## config.mk

```make
export PLATFORM = sky130hd
export DESIGN_NAME = ppg_fifo_ctrl_flat
export DESIGN_NICKNAME = d
export VERILOG_FILES = /design/src/rtl/ppg_pkg.sv /design/src/rtl/ppg_fifo_ctrl_if.sv /design/src/rtl/ppg_tick_gen.sv /design/src/rtl/ppg_fifo_ctrl.sv /design/src/flat_wrapper.sv
export SDC_FILE = /design/constraint.sdc
export NUM_CORES = 1
export LEC_CHECK = 0
export ABC_AREA = 1
export CORE_AREA = 2 2 66 62
export DETAILED_ROUTE_END_ITERATION = 8
export DIE_AREA = 0 0 68 64
export GPL_TIMING_DRIVEN = 0
export PLACE_DENSITY_LB_ADDON = 0.12
export SETUP_SLACK_MARGIN = 0.3
export SLEW_MARGIN = 20
export SYNTH_ARGS = -nofsm -noshare
export SYNTH_HDL_FRONTEND = slang
export SYNTH_SLANG_ARGS = --single-unit
```

## constraint.sdc

```tcl
create_clock -name clk -period 1.5 [get_ports clk]
set_clock_uncertainty 0.05 [all_clocks]
set_input_delay 0.3 -clock clk [delete_from_list [all_inputs] [get_ports clk]]
set_output_delay 0.3 -clock clk [all_outputs]
set_load 0.02 [all_outputs]
```

## src/rtl/ppg_pkg.sv

```systemverilog
// Shared constants for the PPG sample FIFO controller: default widths,
// the ADC pacing divider default and the read FSM state encoding.
package ppg_pkg;

  localparam int PPG_WIDTH      = 10;
  localparam int PPG_SAMPLE_DIV = 100;

  localparam logic [1:0] ST_IDLE  = 2'd0;
  localparam logic [1:0] ST_FETCH = 2'd1;
  localparam logic [1:0] ST_LOAD  = 2'd2;
  localparam logic [1:0] ST_HOLD  = 2'd3;

endpackage

```

## src/rtl/ppg_fifo_ctrl_if.sv

```systemverilog
// FIFO-side strobes/flags and the downstream valid/ready sample stream.
// master = controller side, slave = FIFO plus downstream consumer side.
interface ppg_fifo_ctrl_if
  import ppg_pkg::*;
#(
  parameter int WIDTH = PPG_WIDTH
) ();

  logic             fifo_wr_en;
  logic [WIDTH-1:0] fifo_din;
  logic             fifo_full;
  logic             fifo_rd_en;
  logic [WIDTH-1:0] fifo_dout;
  logic             fifo_empty;
  // out_valid rises only once a word is loaded; it stays high with out_data
  // frozen until a cycle with out_ready=1, which completes the transfer.
  logic             out_valid;
  logic [WIDTH-1:0] out_data;
  logic             out_ready;

  modport master (
    output fifo_wr_en, fifo_din, fifo_rd_en, out_valid, out_data,
    input  fifo_full, fifo_dout, fifo_empty, out_ready
  );

  modport slave (
    input  fifo_wr_en, fifo_din, fifo_rd_en, out_valid, out_data,
    output fifo_full, fifo_dout, fifo_empty, out_ready
  );

endinterface

```

## src/rtl/ppg_tick_gen.sv

```systemverilog
// ADC pacing divider: a registered one-cycle adc_start every SAMPLE_DIV
// cycles while enable is high; the count is held at 0 while disabled.
module ppg_tick_gen
  import ppg_pkg::*;
#(
  parameter int SAMPLE_DIV = PPG_SAMPLE_DIV
) (
  input  logic clk,
  input  logic reset,
  input  logic enable,
  output logic adc_start
);

  localparam int CW = (SAMPLE_DIV > 1) ? $clog2(SAMPLE_DIV) : 1;
  localparam logic [CW-1:0] LAST = CW'(SAMPLE_DIV - 1);

  logic [CW-1:0] cnt;

  // Registering the pulse makes the first start land SAMPLE_DIV cycles
  // after enable rises and keeps adc_start free of any input path.
  always_ff @(posedge clk or posedge reset) begin
    if (reset) begin
      cnt       <= '0;
      adc_start <= 1'b0;
    end else if (!enable) begin
      cnt       <= '0;
      adc_start <= 1'b0;
    end else begin
      adc_start <= (cnt == LAST);
      cnt       <= (cnt == LAST) ? '0 : cnt + CW'(1);
    end
  end

endmodule

```

## src/rtl/ppg_fifo_ctrl.sv

```systemverilog
// PPG sample FIFO controller: paces the ADC, writes samples (dropping when
// full) and drains the FIFO into a valid/ready stream.
// Optional: PPG_CTRL_DROP_CNT_EN builds the saturating drop counter.
module ppg_fifo_ctrl
  import ppg_pkg::*;
#(
  parameter int WIDTH      = PPG_WIDTH,
  parameter int SAMPLE_DIV = PPG_SAMPLE_DIV,
  parameter int CNT_W      = 8
) (
  input  logic             clk,
  input  logic             reset,
  input  logic             enable,
  output logic             adc_start,
  input  logic             adc_valid,
  input  logic [WIDTH-1:0] adc_data,
  ppg_fifo_ctrl_if.master  bus,
  output logic [CNT_W-1:0] drop_cnt,
  output logic [1:0]       rd_state
);

  logic [1:0]       state;
  logic             wr_en_q;
  logic [WIDTH-1:0] din_q;
  logic             out_valid_q;
  logic [WIDTH-1:0] out_data_q;

  ppg_tick_gen #(.SAMPLE_DIV(SAMPLE_DIV)) u_tick (
    .clk      (clk),
    .reset    (reset),
    .enable   (enable),
    .adc_start(adc_start)
  );

  // Write path runs regardless of enable; din holds when no write is issued.
  always_ff @(posedge clk or posedge reset) begin
    if (reset) begin
      wr_en_q <= 1'b0;
      din_q   <= '0;
    end else begin
      wr_en_q <= adc_valid && !bus.fifo_full;
      if (adc_valid && !bus.fifo_full) din_q <= adc_data;
    end
  end

`ifdef PPG_CTRL_DROP_CNT_EN
  logic [CNT_W-1:0] drop_q;

  always_ff @(posedge clk or posedge reset) begin
    if (reset) begin
      drop_q <= '0;
    end else if (adc_valid && bus.fifo_full && (drop_q != {CNT_W{1'b1}})) begin
      drop_q <= drop_q + CNT_W'(1);
    end
  end

  assign drop_cnt = drop_q;
`else
  assign drop_cnt = '0;
`endif

  // Read FSM: one word per pass; no read is issued while a word is held.
  always_ff @(posedge clk or posedge reset) begin
    if (reset) begin
      state       <= ST_IDLE;
      out_valid_q <= 1'b0;
      out_data_q  <= '0;
    end else begin
      case (state)
        ST_IDLE:  if (!bus.fifo_empty) state <= ST_FETCH;
        ST_FETCH: state <= ST_LOAD;
        ST_LOAD: begin
          out_data_q  <= bus.fifo_dout;
          out_valid_q <= 1'b1;
          state       <= ST_HOLD;
        end
        ST_HOLD: begin
          if (bus.out_ready) begin
            out_valid_q <= 1'b0;
            state       <= ST_IDLE;
          end
        end
        default: state <= ST_IDLE;
      endcase
    end
  end

  assign bus.fifo_wr_en = wr_en_q;
  assign bus.fifo_din   = din_q;
  assign bus.fifo_rd_en = (state == ST_FETCH);
  assign bus.out_valid  = out_valid_q;
  assign bus.out_data   = out_data_q;
  assign rd_state       = state;

endmodule

```

## src/flat_wrapper.sv

```systemverilog
// flat-port wrapper written by rule: the top's interface ports become plain ports
module ppg_fifo_ctrl_flat import ppg_pkg::*;
#(
  parameter int WIDTH      = PPG_WIDTH,
  parameter int SAMPLE_DIV = PPG_SAMPLE_DIV,
  parameter int CNT_W      = 8
)
  (clk, reset, enable, adc_start, adc_valid, adc_data, drop_cnt, rd_state, bus_fifo_wr_en, bus_fifo_din, bus_fifo_rd_en, bus_out_valid, bus_out_data, bus_fifo_full, bus_fifo_dout, bus_fifo_empty, bus_out_ready);
  ppg_fifo_ctrl_if #(.WIDTH(WIDTH)) bus_i ();
  input  logic clk;
  input  logic reset;
  input  logic enable;
  output logic adc_start;
  input  logic adc_valid;
  input  logic [WIDTH-1:0] adc_data;
  output logic [CNT_W-1:0] drop_cnt;
  output logic [1:0] rd_state;
  output wire logic [$bits(bus_i.fifo_wr_en)-1:0] bus_fifo_wr_en;
  output wire logic [$bits(bus_i.fifo_din)-1:0] bus_fifo_din;
  output wire logic [$bits(bus_i.fifo_rd_en)-1:0] bus_fifo_rd_en;
  output wire logic [$bits(bus_i.out_valid)-1:0] bus_out_valid;
  output wire logic [$bits(bus_i.out_data)-1:0] bus_out_data;
  input wire logic [$bits(bus_i.fifo_full)-1:0] bus_fifo_full;
  input wire logic [$bits(bus_i.fifo_dout)-1:0] bus_fifo_dout;
  input wire logic [$bits(bus_i.fifo_empty)-1:0] bus_fifo_empty;
  input wire logic [$bits(bus_i.out_ready)-1:0] bus_out_ready;
  assign bus_fifo_wr_en = bus_i.fifo_wr_en;
  assign bus_fifo_din = bus_i.fifo_din;
  assign bus_fifo_rd_en = bus_i.fifo_rd_en;
  assign bus_out_valid = bus_i.out_valid;
  assign bus_out_data = bus_i.out_data;
  assign bus_i.fifo_full = bus_fifo_full;
  assign bus_i.fifo_dout = bus_fifo_dout;
  assign bus_i.fifo_empty = bus_fifo_empty;
  assign bus_i.out_ready = bus_out_ready;
  ppg_fifo_ctrl #(.WIDTH(WIDTH), .SAMPLE_DIV(SAMPLE_DIV), .CNT_W(CNT_W)) u_core (.clk(clk), .reset(reset), .enable(enable), .adc_start(adc_start), .adc_valid(adc_valid), .adc_data(adc_data), .bus(bus_i), .drop_cnt(drop_cnt), .rd_state(rd_state));
endmodule
```

==> impl_metrics.ini <==
[outcome]
status = finished clean

[die]
num_io_pins = 61
num_rows = 21
die_w_um = 68
start_util_pct = 38.7
core_um2 = 3630
die_area_um2 = 4350
die_y_um = 64

[routing]
antenna_left = 0
wl_um = 3320
vias = 1179
first_iter_violations = 62
first_pass_iters = 4
wire_per_inst_um = 12.1
drcViolationCount = 0
vias_per_cell = 4.30

[logic_synthesis]
synth_common_cells = 41 x nand2_1, 32 x dfrtp_1, 12 x inv_1, 11 x nor2_1
synth.most_common_cell = nand2_1
synth_cells = 140
synth-seq-cells = 32
synth_area_leaders = dfrtp_1 57%, nand2_1 11%, mux2_2 8.0%, buf_4 5.3%, ha_1 5.3%
ys_types = 17
synth_top_area_share_pct = 57.0
ys_warn_count = 0
async_flop_share_pct = 100
synth-edff-count = 0
ys.flop_type = dfrtp_1
synth_top_cell_by_area = dfrtp_1
syn-cell-area_um2 = 1400
syn_avg_cell_area_um2 = 10.0
yosysSeqAreaShare_pct = 57.0

[clock_tree]
hold_buffers = 0
cts_tree = done
worstSkewPairLatency_ns = 0.28
htreeDepth = 2
cts.clk_slew.worst_paths_ns = 0.07
cts_buffers = 5
clock_path_buffers = 2
cts.sink_count = 32
root_buffer = clkbuf_8

[power_and_ir_drop]
p_int_mw = 2.86
leakage_nw = 1.22
p_switching_mw = 1.39
powerDensity_nw_per_um2 = 1760
p_seq_share_pct = 29.8
sw_frac_of_total_pct = 32.6
pwr-share-comb_pct = 51.2
power.total_mw = 4.25
clkPwrFrac_pct = 19.0
ir_drop_mv = 1.34

[sta]
finalSetupViolCount = 0
post-route-min-period_ns = 1.45
hold_violations = 0
finalMaxSlewViolations = 0
max_freq_mhz = 691
rsz0062_at_grt = yes
relSlewSlack_pct = 56.2
tns_ns = 0
setup_ws_ns = 0.0530
worst_pin_slew_ns = 0.656
min_period_over_period_pct = 96.5

[layout]
antennaDiodeCount = 0
syn2layout_area_growth_pct = 72.5
instances_no_fill = 274
stdcell_area_um2 = 2420
final_net_count = 260
drive_gt1_share_pct = 40.8

[critical_path]
crit_type = reg -> out
cp_common_cell = buf_6
reg2reg_to = u_core.bus.out_data[4]$_DFFE_PP0P_
crit_slowest_cell = dfrtp_2
endpoint = bus_fifo_rd_en
cp-startpoint = u_core.rd_state[1]$_DFFE_PP0P_
r2r_slack_ns = 0.06
reg2regPathDepth = 5
crit_path_end_kind = primary output
cp.arrival_ns = 1.10
slowest_delay_ns = 0.42
r2r-start = u_core.rd_state[1]$_DFFE_PP0P_
worstPathRequired_ns = 1.15
path_max_fanout = 2
crit_chain = buf_6, inv_4, ha_4, buf_6
crit_path_start_kind = flop

[run]
cap_violations = 0

[min_path]
hold_path_class = in -> async

[place]
gp_congestion = 0.764
dp_hpwl_um = 2200
post-place-ws_ns = -0.152
place_inst = 245
port_buffers = 52
dpl_cell_area_um2 = 2060

[grt]
grt_pass1_wl_um = 5310
grt_max_degree = 33
grt_pass1_vias = 1197
grt_usage_pct = 16.4
antenna_found_initial = 0
grt-ovfl-total = 0
power by group through the flow:
| stage | Combinational [mW] | Sequential (mW) | Clock, mW |
|---|---|---|---|
| 6_report | 2.18 | 1.27 | 0.808 |
| 5_1_grt | 2.33 | 1.30 | 0.878 |
| 4_1_cts | 1.80 | 1.24 | 0.832 |
| 3_5_place_dp | 1.56 | 1.26 | 0 |
| 3_3_place_gp | 1.53 | 1.26 | 0 |
| 2_1_floorplan | 0.658 | 1.52 | 0 |
stage by stage:
stage	hold WS (ns)	util, %
after global routing	0.449	66.8
after global placement	0.396	56.9
final	0.388	66.8
after floorplan	0.354	-
after detailed placement	0.412	56.9
after CTS	0.409	60.9
layout make-up:
cell class | instances | area (µm²)
multi-input cells | 92 | 609
well taps | 46 | 57.6
clock buffers | 5 | 68.8
clock inverters | 3 | 42.5
flip-flops and latches | 32 | 803
fillers | 286 | 1200
inverters | 13 | 51.3
repair buffers | 73 | 702
plain buffers | 10 | 87.6
worst min-delay path by stage:
stage / slack, ns / cells after the start / start / endpoint
after floorplan: 0.35 / 2 / enable / u_core.u_tick.cnt[1]$_DFF_PP0_
after global placement: 0.40 / 1 / u_core.u_tick.cnt[0]$_DFF_PP0_ / u_core.u_tick.cnt[0]$_DFF_PP0_
after detailed placement: 0.41 / 2 / u_core.bus.fifo_din[2]$_DFFE_PP0P_ / u_core.bus.fifo_din[2]$_DFFE_PP0P_
after CTS: 0.41 / 2 / reset / u_core.bus.fifo_din[4]$_DFFE_PP0P_
after global routing: 0.45 / 2 / reset / u_core.bus.fifo_din[4]$_DFFE_PP0P_
final: 0.39 / 2 / reset / u_core.bus.out_data[2]$_DFFE_PP0P_
flip-flops by register name, indices dropped and copies added (netlist names):
| signal | count |
|---|---|
| u_core.bus.out_data | 10 |
| u_core.bus.out_valid | 1 |
| u_core.u_tick.adc_start | 1 |
| u_core.bus.fifo_wr_en | 1 |
| u_core.u_tick.cnt | 7 |
| u_core.bus.fifo_din | 10 |
| u_core.rd_state | 2 |
per-layer routing:
layer  wire [µm]  GRT usage [%]
met1        1250           18.4
met2        1790           27.8
met3         224           7.04
met4          53           4.50
met5           0              0
cell usage in the layout, fill, tap and decap left out, drive strengths merged:
| cell | instances |
|---|---|
| dfrtp | 32 |
| a21oi | 2 |
| clkinv | 1 |
| inv | 13 |
| nand3 | 4 |
| bufinv | 1 |
| mux2 | 10 |
| clkdlybuf4s50 | 26 |
| clkbuf | 5 |
| o21ai | 5 |
| buf | 57 |
| clkinvlp | 1 |
| xnor2 | 2 |
| ha | 6 |
| nor3b | 1 |
| conb | 8 |
| nor2 | 12 |
| nand2 | 42 |
logic make-up after synthesis:
| kind of cell | after synthesis | share of synthesized area (%) |
|---|---|---|
| xor gates and xnor gates | 2 | 1.25 |
| DFF | 32 | 57.0 |
| buffers and inverters | 23 | 8.82 |
| adders and majority gates | 6 | 5.35 |
| other | 1 | 0.267 |
| and+or+nand+nor | 59 | 16.8 |
| muxes | 10 | 8.02 |
| AOI/OAI and AO/OA | 7 | 2.50 |
critical path: cells and delay by family, from the launching register on:
kind,cells,cell delay [ns]
fa+ha+maj,1,0.12
flops,1,0.42
buf+inv,3,0.27
timing repair:
action	CTS	global route
buffers inserted	8	12
setup endpoints to repair	37	41
cloned	1	0
pin swaps	1	1
gates resized for setup	127	41
No activity file was read; power rests on OpenSTA's default activity.
